[src/rtl/sa_ctrl_pkg.sv]
// Shared types for the sub_array tile sequencer: FSM states and the
// dataflow_sel encodings understood by the sub_array.
package sa_ctrl_pkg;

   typedef enum logic [1:0] {
      IDLE    = 2'd0,
      PRELOAD = 2'd1,
      STREAM  = 2'd2,
      DONE    = 2'd3
   } state_t;

   localparam logic [1:0] DF_WS = 2'b00;  // weight-stationary
   localparam logic [1:0] DF_IS = 2'b01;  // ifmap-stationary
   localparam logic [1:0] DF_OS = 2'b10;  // output-stationary

endpackage

[src/rtl/sa_skew_gen.sv]
// Skew window generator: turns the stream cycle count t and vector count K
// into registered per-row feed masks/indices and per-column psum-valid flags.
module sa_skew_gen
   import sa_ctrl_pkg::*;
#(
   parameter int ROWS  = 4,
   parameter int COLS  = 4,
   parameter int K_W   = 8,
   parameter int CNT_W = 10
) (
   input  logic                  clk,
   input  logic                  rst,
   input  logic                  active,
   input  logic [CNT_W-1:0]      t,
   input  logic [K_W-1:0]        k,
   output logic [ROWS-1:0]       row_feed_en,
   output logic [ROWS*K_W-1:0]   row_feed_idx,
   output logic [COLS-1:0]       col_out_valid
);

   logic [CNT_W-1:0]    k_ext;
   logic [ROWS-1:0]     en_d;
   logic [ROWS*K_W-1:0] idx_d;
   logic [COLS-1:0]     cov_d;

   // Window upper bounds are formed at CNT_W bits so K at its max cannot wrap.
   assign k_ext = {{(CNT_W-K_W){1'b0}}, k};

   for (genvar r = 0; r < ROWS; r++) begin : g_row
      localparam logic [CNT_W-1:0] R  = CNT_W'(r);
      localparam logic [K_W-1:0]   RK = K_W'(r);
      assign en_d[r] = active && (t >= R) && (t < R + k_ext);
      // Inside the window t-r < K, so the low K_W bits carry the full index.
      assign idx_d[r*K_W +: K_W] = en_d[r] ? (t[K_W-1:0] - RK) : '0;
   end

   for (genvar c = 0; c < COLS; c++) begin : g_col
      localparam logic [CNT_W-1:0] C0 = CNT_W'(ROWS + c);
      assign cov_d[c] = active && (t >= C0) && (t < C0 + k_ext);
   end

   always_ff @(posedge clk) begin
      if (rst) begin
         row_feed_en   <= '0;
         row_feed_idx  <= '0;
         col_out_valid <= '0;
      end else begin
         row_feed_en   <= en_d;
         row_feed_idx  <= idx_d;
         col_out_valid <= cov_d;
      end
   end

endmodule

[src/rtl/sub_array_ctrl.sv]
// Tile-job sequencer for a ROWS x COLS weight-stationary sub_array:
// weight preload, skewed ifmap streaming and South-edge psum-valid flags.
module sub_array_ctrl
   import sa_ctrl_pkg::*;
#(
   parameter int ROWS  = 4,
   parameter int COLS  = 4,
   parameter int K_W   = 8,
   parameter int CNT_W = 10
) (
   input  logic                      clk,
   input  logic                      rst,
   input  logic                      start,
   input  logic                      abort,
   input  logic [1:0]                cfg_dataflow,
   input  logic [K_W-1:0]            cfg_k,
   output logic                      busy,
   output logic                      done,
   output logic [1:0]                dataflow_sel,
   output logic                      stationary_sel,
   output logic                      wt_rd_en,
   output logic [$clog2(ROWS)-1:0]   wt_rd_row,
   output logic [ROWS-1:0]           row_feed_en,
   output logic [ROWS*K_W-1:0]       row_feed_idx,
   output logic [COLS-1:0]           col_out_valid
);

   localparam int               RW       = $clog2(ROWS);
   localparam logic [CNT_W-1:0] ROWS_M1  = CNT_W'(ROWS - 1);
   localparam logic [CNT_W-1:0] LAST_OFF = CNT_W'(ROWS + COLS - 2);

   state_t           state, state_d;
   logic [CNT_W-1:0] t, t_d;
   logic [K_W-1:0]   k_q, k_d;
   logic [CNT_W-1:0] stream_last;

   assign stream_last = {{(CNT_W-K_W){1'b0}}, k_q} + LAST_OFF;

   always_comb begin
      state_d = state;
      t_d     = t;
      k_d     = k_q;
      case (state)
         IDLE: begin
            if (start) begin
               state_d = PRELOAD;
               t_d     = '0;
               k_d     = cfg_k;
            end
         end
         PRELOAD: begin
            if (abort) begin
               state_d = IDLE;
               t_d     = '0;
            end else if (t == ROWS_M1) begin
               state_d = (k_q == '0) ? DONE : STREAM;
               t_d     = '0;
            end else begin
               t_d = t + 1'b1;
            end
         end
         STREAM: begin
            if (abort) begin
               state_d = IDLE;
               t_d     = '0;
            end else if (t == stream_last) begin
               state_d = DONE;
               t_d     = '0;
            end else begin
               t_d = t + 1'b1;
            end
         end
         DONE: begin
            state_d = IDLE;
            t_d     = '0;
         end
         default: begin
            state_d = IDLE;
            t_d     = '0;
         end
      endcase
   end

   // Outputs are registered from the next state so they line up with the
   // state they describe; done trails DONE by one cycle and busy covers it.
   always_ff @(posedge clk) begin
      if (rst) begin
         state          <= IDLE;
         t              <= '0;
         k_q            <= '0;
         busy           <= 1'b0;
         done           <= 1'b0;
         dataflow_sel   <= DF_WS;
         stationary_sel <= 1'b0;
         wt_rd_en       <= 1'b0;
         wt_rd_row      <= '0;
      end else begin
         state          <= state_d;
         t              <= t_d;
         k_q            <= k_d;
         busy           <= (state_d != IDLE) || (state == DONE);
         done           <= (state == DONE);
         if (state == IDLE && start)
            dataflow_sel <= cfg_dataflow;
         stationary_sel <= (state_d == PRELOAD);
         wt_rd_en       <= (state_d == PRELOAD);
         wt_rd_row      <= (state_d == PRELOAD) ? RW'(ROWS_M1 - t_d) : '0;
      end
   end

   sa_skew_gen #(
      .ROWS  (ROWS),
      .COLS  (COLS),
      .K_W   (K_W),
      .CNT_W (CNT_W)
   ) u_skew (
      .clk           (clk),
      .rst           (rst),
      .active        (state_d == STREAM),
      .t             (t_d),
      .k             (k_d),
      .row_feed_en   (row_feed_en),
      .row_feed_idx  (row_feed_idx),
      .col_out_valid (col_out_valid)
   );

endmodule
[config.mk]
export PLATFORM = sky130hd
export DESIGN_NAME = sub_array_ctrl
export DESIGN_NICKNAME = d
export VERILOG_FILES = /design/src/rtl/sa_ctrl_pkg.sv /design/src/rtl/sa_skew_gen.sv /design/src/rtl/sub_array_ctrl.sv
export SDC_FILE = /design/constraint.sdc
export NUM_CORES = 1
export LEC_CHECK = 0
export BUFFER_PORTS_ARGS = -buffer_cell sky130_fd_sc_hd__buf_2
export CELL_PAD_IN_SITES_DETAIL_PLACEMENT = 0
export CELL_PAD_IN_SITES_GLOBAL_PLACEMENT = 2
export CORE_MARGIN = 4
export CORE_UTILIZATION = 40
export CTS_BUF_LIST = sky130_fd_sc_hd__clkbuf_8
export CTS_CLUSTER_DIAMETER = 150
export CTS_CLUSTER_SIZE = 28
export DETAILED_ROUTE_END_ITERATION = 6
export MAX_ROUTING_LAYER = met4
export PLACE_DENSITY = 0.9
export SYNTH_ARGS = -nofsm -noshare
export SYNTH_HDL_FRONTEND = slang
export SYNTH_HIERARCHICAL = 1
export SYNTH_SLANG_ARGS = --single-unit
[constraint.sdc]
create_clock -name clk -period 8.4 [get_ports clk]
set_input_delay 0.42 -clock clk [delete_from_list [all_inputs] [get_ports clk]]
set_output_delay 0.42 -clock clk [all_outputs]
set_load 0.02 [all_outputs]
==> reports/summary.md <==
The maximum net fanout on the critical path was 18; the post-CTS resize count was 0. The pin count of the biggest net entering global routing came out at 25. The routed via count divided by cell count is 5.374.

The average size of a mapped cell is 8.498 um^2. Counting every net in the synthesized netlist gives 704. The worst reg2reg path depth came out at 11. Critical path class: reg -> reg. VDD sags by at most 66.82 uV. The routed design has 14000 um of wire. For the worst setup path, the data required time is 8.58 ns.

The relative area change from synthesis to final layout is 12.53%. During synthesis, Yosys emitted a total of 6 warnings. The tools report the number of antenna-violating nets in the routed design as 0. Among all flip-flop cells after synthesis, the most frequent one is dfxtp_1.

The fraction of registers with async set/reset was 0%. Share of the synthesized area in the top cell type: 25.87%. Sorting the synthesized cells by area gives the leading types as dfxtp_1 (26%), ha_1 (19%), xnor2_1 (8.3%). The number of setup buffers added after CTS is 0. The number of inserted filler cells in the final layout is 1306, and the die height is 121.8 um. The worst setup path is launched from a flip-flop. Instance count along the most critical hold path: 3. Of all cell types, the one taking the most synthesized area is dfxtp_1.

The time the final worst path needs with I/O delays and setup works out to 4.571 ns. The number of global-route vias before repair is 4364. Clock edge transition at the registers on the reported setup and hold paths: 0.07 ns. The logs give 1341 um^2 for the area taken by flip-flops and latches and 3.829 ns for the final critical-path setup slack.

For the violation count after the first detailed-routing iteration, the log shows 299. Combinational logic is responsible for 20.6% of the overall power. The summed negative setup slack over all endpoints was 0 ns; the aggregate global routing overflow was 0. Kind of end point of the critical path: a flip-flop. Summed over all nets, the half-perimeter wirelength after detailed placement is 10390 um. The repair_antennas step left the layout with diodes totalling 0. For hold timing, the worst endpoint is dataflow_sel[1].

Relative contribution of sequential cells to total power: 43.2%. During I/O placement, the number of pins put on the boundary was 62. Summing all multi-input logic gate instances after layout gives 3603 um^2. The ratio of cells with drive above 1 in the final layout was 15.66%; the number of detailed-routing iterations run before antenna repair was 4.

The power density over cell area is 130.4 nW/um^2. The total vias in the final route came out at 4493. The run gives 610 as the count of mapped cells out of synthesis. The first global-routing pass estimated 22720 um of wire.

The initial utilization of the core area, before any placement, comes to 40.91%. In this run the register-to-register setup slack is 3.83 ns. The initial antenna violation count was 0.

The global routing usage summed across all routing layers came out at 20.14%. The register area share after synthesis is 25.87%, and the final net count is 753. Measured against its own limit, the worst slew margin works out to 30.18%. The count of buffers inserted at the top-level ports is 61, and the summed area of non-filler cells in the final layout is 5833 um^2.

Post-detailed-route wirelength per cell: 16.74 um. Net switching is 30.21% of the power. The endpoint of the worst-slack reg-to-reg timing path was u_skew/row_feed_idx[13]. The deepest clock path buffer count was 2. Setup repair after global routing left no endpoint under its margin. After detailed routing, the number of remaining DRC violations is 0.

Setup violations remaining at the end of the flow were counted as 0. Routability-driven placement finished with a final weighted congestion of 0.8572. The switching power of the nets is 229.7 uW. The number of enable flip-flop cells after synthesis came out at 0. Across the run, the number of max-cap violations was 0.

The flow ran to the end, and the final reports show no timing, DRC or antenna violations. The internal power of the cells totals 530.7 uW. At the worst endpoint, the arrival time is 4.75 ns. In this run, synthesis produced a sequential element count of 67. The floorplan step defined a core boundary enclosing 12670 um^2. Hold repair after CTS inserted 0 buffers. The number of different library cells used by synthesis comes to 66. The count of clock tree sinks was 67.

The H-tree generated during clock tree synthesis spans 3 levels. The tools report the worst reg2reg path startpoint as k_q[1]. The cell at the root of the clock tree was clkbuf_8. The die boundary width works out to 121.8 um.

The placed instance area is 5630 um^2, and the share of total power in the clock network is 36.2%. The tools report the clock latency of the later-clocked register in the worst-skew pair as 0.36 ns. For the pin with the worst max-slew slack, the measured transition is 1.031 ns. The logs give 0 for the max-slew violation count and 14850 um^2 for the full die area.

Kind of path behind the tightest hold check: in -> reg. The run gives 0.002719 uW as the standby leakage power. Counting the buffers created by CTS gives 9. In this run the core area contains 41 standard-cell rows.

Across the routed clock network, the largest skew measured is 0.01290 ns. For this run, the top clock speed supported by timing is 0.2188 GHz. The startpoint identified for the worst hold timing path is cfg_dataflow[1].

The mapped netlist covers 5184 um^2. Fraction of the cycle the final worst path needs: 54.41%. TritonCTS built the clock tree. At the placement stage, the worst setup path has a slack of 3.756 ns. The number of hold violations in the final report was 0.
-- critical path, stage by stage, from the launching register on --
cell      delay [ns]
dfxtp_1         0.43
inv_1           0.09
ha_1            0.30
or4_1           0.56
and3_1          0.16
a211o_1         0.48
a22oi_1         0.41
inv_1           0.39
ha_1            0.43
a31oi_1         0.14
o311ai_1        0.87
nor3_1          0.13
-- synthesized netlist by cell type, drive strengths merged, types with 4 or more instances --
cell type	n
dfxtp	67
a21o	9
and3	11
nor4	6
nand3	25
a211oi	6
or2	4
o211ai	10
a31oi	8
ha	80
a21boi	8
a22o	4
mux2	7
clkbuf	19
o21ai	17
xnor2	49
mux2i	5
and2	20
inv	28
nand2	38
nand4	11
nor3	31
xor2	14
a21oi	30
nor3b	5
nand2b	7
buf	11
nor2	40
-- cells in the final DEF (no fill, tap or decap), drive strengths merged, types with 3 or more instances in the layout --
cell / instances
ha: 80
buf: 68
dfxtp: 67
xnor2: 49
nor2: 40
nand2: 38
nor3: 31
a21oi: 30
inv: 28
nand3: 25
and2: 20
o21ai: 17
xor2: 14
and3: 11
nand4: 11
clkbuf: 10
o211ai: 10
a21o: 9
a31oi: 8
a21boi: 8
nand2b: 7
mux2: 7
a211oi: 6
nor4: 6
clkinv: 6
mux2i: 5
nor3b: 5
a22o: 4
or2: 4
or3: 3
nor2b: 3
o21a: 3
and4: 3
-- registers in the layout, indices dropped and copies added, names as in the netlist --
register and count:
done 1, u_skew/col_out_valid 4, wt_rd_en 1, wt_rd_row 2, u_skew/row_feed_idx 32, state 2, busy 1, k_q 8
t 10, u_skew/row_feed_en 4, dataflow_sel 2
-- metrics by stage --
stage               instances  total power, uW  hold slack [ns]  util (%)
CTS                       836            766.6           0.2930     46.04
floorplan                 610            451.8           0.4894         -
finish                    836            760.5           0.3064     46.04
detailed placement        820            491.4           0.4855     44.44
global route              836            803.0           0.3254     46.04
global placement          820            488.8           0.4667     44.44
-- layout make-up --
class	count	area share, %
clock buffers	10	2.360
well taps	172	3.689
repair buffers	68	6.135
multi-input cells	483	61.78
clock inverters	6	1.115
inverters	30	1.931
flip-flops and latches	67	22.99
-- kinds of logic after synthesis --
family	Yosys count	synth area share, %
AOI/OAI and AO/OA	115	15.35
xor gates and xnor gates	63	10.64
adders and majority gates	80	19.31
buffers and inverters	60	4.779
DFF	67	25.88
muxes	12	2.558
and+or+nand+nor	213	21.48
-- how the worst max path moves through the flow --
stage,from,to,depth (start not counted)
floorplan,k_q[1],u_skew/row_feed_idx[10],14
global placement,start,u_skew/row_feed_idx[15],10
detailed placement,start,u_skew/row_feed_idx[14],10
CTS,k_q[1],u_skew/row_feed_idx[14],11
global route,k_q[1],u_skew/row_feed_idx[10],13
finish,k_q[1],u_skew/row_feed_idx[13],11
-- power groups by stage --
stage                     Combinational, uW  Sequential [uW]  Clock, uW
after global placement                  153              336          0
after CTS                               157              328        282
final                                   157              328        276
after floorplan                         116              335          0
after global routing                    175              329        298
after detailed placement                156              336          0
-- per-layer routing --
metal	share of wire, %	track usage [%]
met3	4.6	3.018
met2	45	31.32
met5	0	-
met4	2.4	7.073
met1	48	26.74
No activity file was read; power rests on OpenSTA's default activity.
